File: src/rtl/op_emitter.sv
// One-hot instruction-class encoder feeding a small opcode FIFO, with a HALT latch and sticky error.
// Optional delivered-word counter (issue_count) is built when OP_EMITTER_COUNT_EN is defined.
module op_emitter #(
    parameter int unsigned DEPTH = 4
) (
    input  logic        clk,
    input  logic        rst,
    input  logic        req_valid,
    output logic        req_ready,
    input  logic [10:0] req_class,
    input  logic [3:0]  req_mod,
    input  logic [23:0] req_payload,
    output logic        op_valid,
    input  logic        op_ready,
    output logic [31:0] Op_code,
    output logic        halted,
    input  logic        resume,
    output logic        err
`ifdef OP_EMITTER_COUNT_EN
    ,
    output logic [15:0] issue_count
`endif
);

    localparam int unsigned PW = (DEPTH > 1) ? $clog2(DEPTH) : 1;
    localparam int unsigned CW = PW + 1;
    localparam logic [CW-1:0] FULL_CNT = CW'(DEPTH);
    localparam int unsigned HALT_BIT = 6;

    typedef enum logic [0:0] {StRun, StHalted} state_e;

    state_e        state_q;
    logic [PW-1:0] wr_ptr_q;
    logic [PW-1:0] rd_ptr_q;
    logic [CW-1:0] count_q;
    logic [31:0]   mem_q [DEPTH];
    logic          err_q;

    logic          full;
    logic          empty;
    logic          req_hs;
    logic          op_hs;
    logic          legal;
    logic          push;
    logic          pop;
    logic [3:0]    class_code;

    always_comb begin
        class_code = 4'h0;
        for (int i = 0; i < 11; i++) begin
            if (req_class[i]) class_code = 4'(i);
        end
    end

    // Exactly one bit set: non-zero and clearing the lowest set bit leaves nothing.
    assign legal = (req_class != 11'd0) && ((req_class & (req_class - 11'd1)) == 11'd0);

    assign full      = (count_q == FULL_CNT);
    assign empty     = (count_q == '0);
    assign req_ready = (state_q == StRun) && !full;
    assign req_hs    = req_valid && req_ready;
    assign op_valid  = !empty;
    assign op_hs     = op_valid && op_ready;
    assign push      = req_hs && legal;
    assign pop       = op_hs;
    assign Op_code   = empty ? 32'h0 : mem_q[rd_ptr_q];
    assign halted    = (state_q == StHalted);
    assign err       = err_q;

    always_ff @(posedge clk or posedge rst) begin
        if (rst) begin
            state_q  <= StRun;
            err_q    <= 1'b0;
            wr_ptr_q <= '0;
            rd_ptr_q <= '0;
            count_q  <= '0;
        end else begin
            if (req_hs && !legal) err_q <= 1'b1;

            unique case (state_q)
                StRun:    if (push && req_class[HALT_BIT]) state_q <= StHalted;
                StHalted: if (resume) state_q <= StRun;
                default:  state_q <= StRun;
            endcase

            if (push) wr_ptr_q <= wr_ptr_q + PW'(1);
            if (pop)  rd_ptr_q <= rd_ptr_q + PW'(1);
            if (push && !pop)      count_q <= count_q + CW'(1);
            else if (!push && pop) count_q <= count_q - CW'(1);
        end
    end

    // Storage needs no reset: occupancy gates every read.
    always_ff @(posedge clk) begin
        if (push) mem_q[wr_ptr_q] <= {req_mod, class_code, req_payload};
    end

`ifdef OP_EMITTER_COUNT_EN
    logic [15:0] issue_count_q;

    always_ff @(posedge clk or posedge rst) begin
        if (rst)      issue_count_q <= 16'h0;
        else if (pop) issue_count_q <= issue_count_q + 16'd1;
    end

    assign issue_count = issue_count_q;
`endif

endmodule

File: config.mk
export PLATFORM = sky130hd
export DESIGN_NAME = op_emitter
export DESIGN_NICKNAME = d
export VERILOG_FILES = /design/src/rtl/op_emitter.sv
export SDC_FILE = /design/constraint.sdc
export NUM_CORES = 1
export LEC_CHECK = 0
export CAP_MARGIN = 30
export CELL_PAD_IN_SITES_DETAIL_PLACEMENT = 1
export CELL_PAD_IN_SITES_GLOBAL_PLACEMENT = 2
export CORE_MARGIN = 2
export CORE_UTILIZATION = 45
export CTS_BUF_LIST = sky130_fd_sc_hd__clkbuf_16
export DETAILED_ROUTE_END_ITERATION = 8
export DONT_BUFFER_PORTS = 1
export HOLD_SLACK_MARGIN = 0.15
export MAX_ROUTING_LAYER = met4
export PLACE_DENSITY = 0.81
export SYNTH_ARGS = -nofsm -noshare
export SYNTH_HDL_FRONTEND = slang
export SYNTH_SLANG_ARGS = --single-unit
File: constraint.sdc
create_clock -name clk -period 5.07 [get_ports clk]
set_clock_uncertainty 0.1 [all_clocks]
set_input_delay 0.507 -clock clk [delete_from_list [all_inputs] [get_ports clk]]
set_output_delay 0.507 -clock clk [all_outputs]
set_load 0.01 [all_outputs]
==> qor.csv <==
metric,value,unit
GRT Residual Overflow,0,
Worst-path clk slew,0.05,ns
initial DRC count,176,
Num CTS Buffers,17,
sequential-to-total area share from yosys stat,0.734,
GRT Util Overall,0.173,
die width,115,um
ANT nets after route,0,
"most common cell after layout, fill and taps aside",edfxtp_1,
PortBufs,0,
max_cap viols,0,
Final Instance Area,6510,um2
worst setup path endpoint,count_q[2]$_DFFE_PP0P_,
Post-Syn Area,5540,um2
layout cells sized above 1,0.207,
largest net degree at the start of global routing,34,
async set-reset flop share out of synthesis,0.0657,
fmax,347,MHz
Avg Inst Size Synth,19.7,um2
Clock Latency Late Sink,0.41,ns
Pleak,2.16,nW
endpoints failing hold,0,
register area,4070,um2
Post-synth EDFFs,128,
WHS,0.181,ns
clock tree root driver cell,clkbuf_16,
PwrDens,477,nW/um2
Area Overhead vs Synth,17.5,%
IO Count,80,
vias per cell,5.49,
TritonRoute pass-1 iters,4,
final WL,10200,um
Critical Path RT,5.31,ns
# fillers,1086,
# setup viols final,0,
multi-input logic area,1400,um2
Yosys reg bits,137,
nets@finish,370,
n_diodes,0,
HP Class,in -> reg,
WS Path Type,in -> reg,
Setup TNS,0,ns
Final Max Slew Viols,0,
status,"complete, no violations",
die span in y,115,um
R2R depth,10,
Clock Tree Buf Depth,2,
Hold Startpoint,op_ready,
Final Critical Period,2.88,ns
Unique masters post-synth,38,
"Top FF cell, synth",edfxtp_1,
CTS Sinks,137,
"Warnings, synthesis",0,
Slew HR,0.420,
DP Area,5700,um2
Rows,40,
CP endpoint kind,flip-flop,
RSZ-0062 raised after global routing,no,
Final HPWL DP,6220,um
flop2flop setup slack,2.28,ns
CORE AREA,12000,um2
total power,3.11,mW
initial antenna violation count,0,
final core occ,0.542,
DR vias,2635,
Peak supply drop,0.245,mV
Worst R2R Start,count_q[0]$_DFFE_PP0P_,
vias in the first global route,2907,
Syn Nets,331,
initial core utilization,0.461,
most frequent cells in the layout,"edfxtp_1 (128), mux4_2 (32), and2_1 (32)",
WL per Instance,21.2,um
first-pass GRT wire length,15900,um
CTS tree,yes,
final critical-path share of the clock period,0.568,
largest fanout on the critical path,8,
GPL Wtd Cong,0.720,
H-tree depth,4,
die area,13200,um2
Critical Path Start,req_class[3],
Post-Syn Instances,281,
capture point of the worst reg-to-reg path,count_q[2]$_DFFE_PP0P_,
WP data arrival,3.11,ns
residual DRC count,0,
worst slew pin tran,0.869,ns
crit path launch type,primary input,
cell type report:
type                       instances  share of cell area
timing repair buffer              32              0.0496
clock buffer                      17              0.0653
tap                              147              0.0282
multi-input combinational        125               0.215
inverter                           7             0.00403
clock inverter                    15              0.0131
sequential                       137               0.625
state kept, by name (all words and copies together) (netlist names):
| name | count |
|---|---|
| mem_q | 128 |
| count_q | 3 |
| rd_ptr_q | 2 |
| wr_ptr_q | 2 |
| err | 1 |
| halted | 1 |
per-stage QoR:
stage | cells | worst slack (ns)
finish | 480 | 2.19
global route | 480 | 2.00
global placement | 417 | 1.80
CTS | 480 | 2.16
floorplan | 281 | 2.02
detailed placement | 418 | 1.71
critical path, stage by stage:
cell and delay, ns:
or4_4 0.55, o21ai_0 0.24, o211ai_2 0.16, nor4_4 0.51
ha_1 0.29, inv_1 0.07, fa_1 0.38, xor2_1 0.15
nor2_1 0.12, xor2_1 0.15
Yosys cell counts, types with 2 or more instances:
cell type,instances,area share
nand2_1,2,0.0014
edfxtp_1,128,0.69
xnor2_1,4,0.0063
or4_1,2,0.0027
mux4_2,32,0.13
xor2_1,2,0.0032
and2_2,4,0.0054
and2_1,32,0.036
inv_1,7,0.0047
nor3_1,2,0.0018
ha_1,5,0.011
clkbuf_1,9,0.0061
o21ai_0,3,0.0027
or3_1,3,0.0034
a21oi_1,5,0.0045
o21bai_1,3,0.0041
dfrtp_1,9,0.041
nor2_1,8,0.0054
buf_2,2,0.0018
per-layer routing:
| layer | wire length, um | vias to the layer above | GRT usage |
|---|---|---|---|
| met5 | 0 | - | - |
| li1 | - | 1197 | - |
| met4 | 168 | 0 | 0.0723 |
| met2 | 5150 | 75 | 0.265 |
| met1 | 4370 | 1350 | 0.215 |
| met3 | 506 | 13 | 0.0543 |
cells by family after synthesis:
group           share of synthesized area
buf+inv                            0.0133
xor+xnor                          0.00949
mux                                 0.135
compound gates                     0.0266
simple gates                       0.0664
fa+ha+maj                          0.0149
flops                               0.734
worst min-delay path by stage:
stage	end	slack, ns	depth (start not counted)
after CTS	rd_ptr_q[0]$_DFFE_PP0P_	0.17	2
after global routing	rd_ptr_q[1]$_DFFE_PP0P_	0.17	2
final	rd_ptr_q[0]$_DFFE_PP0P_	0.18	2
after detailed placement	count_q[0]$_DFFE_PP0P_	0.30	1
after floorplan	count_q[0]$_DFFE_PP0P_	0.23	1
after global placement	wr_ptr_q[0]$_DFFE_PP0P_	0.30	1
power by group:
part	internal [mW]	total (mW)	switching (mW)
Clock	0.648	1.06	0.409
Combinational	0.362	0.709	0.346
Sequential	1.26	1.34	0.0824
repair_timing:
item	CTS	global route
hold buffers	30	0
hold endpoints to repair	122	0
gates resized for setup	0	0
buffers inserted	0	0
endpoints found under the setup margin	0	0
(Power assumes the default switching activity.)
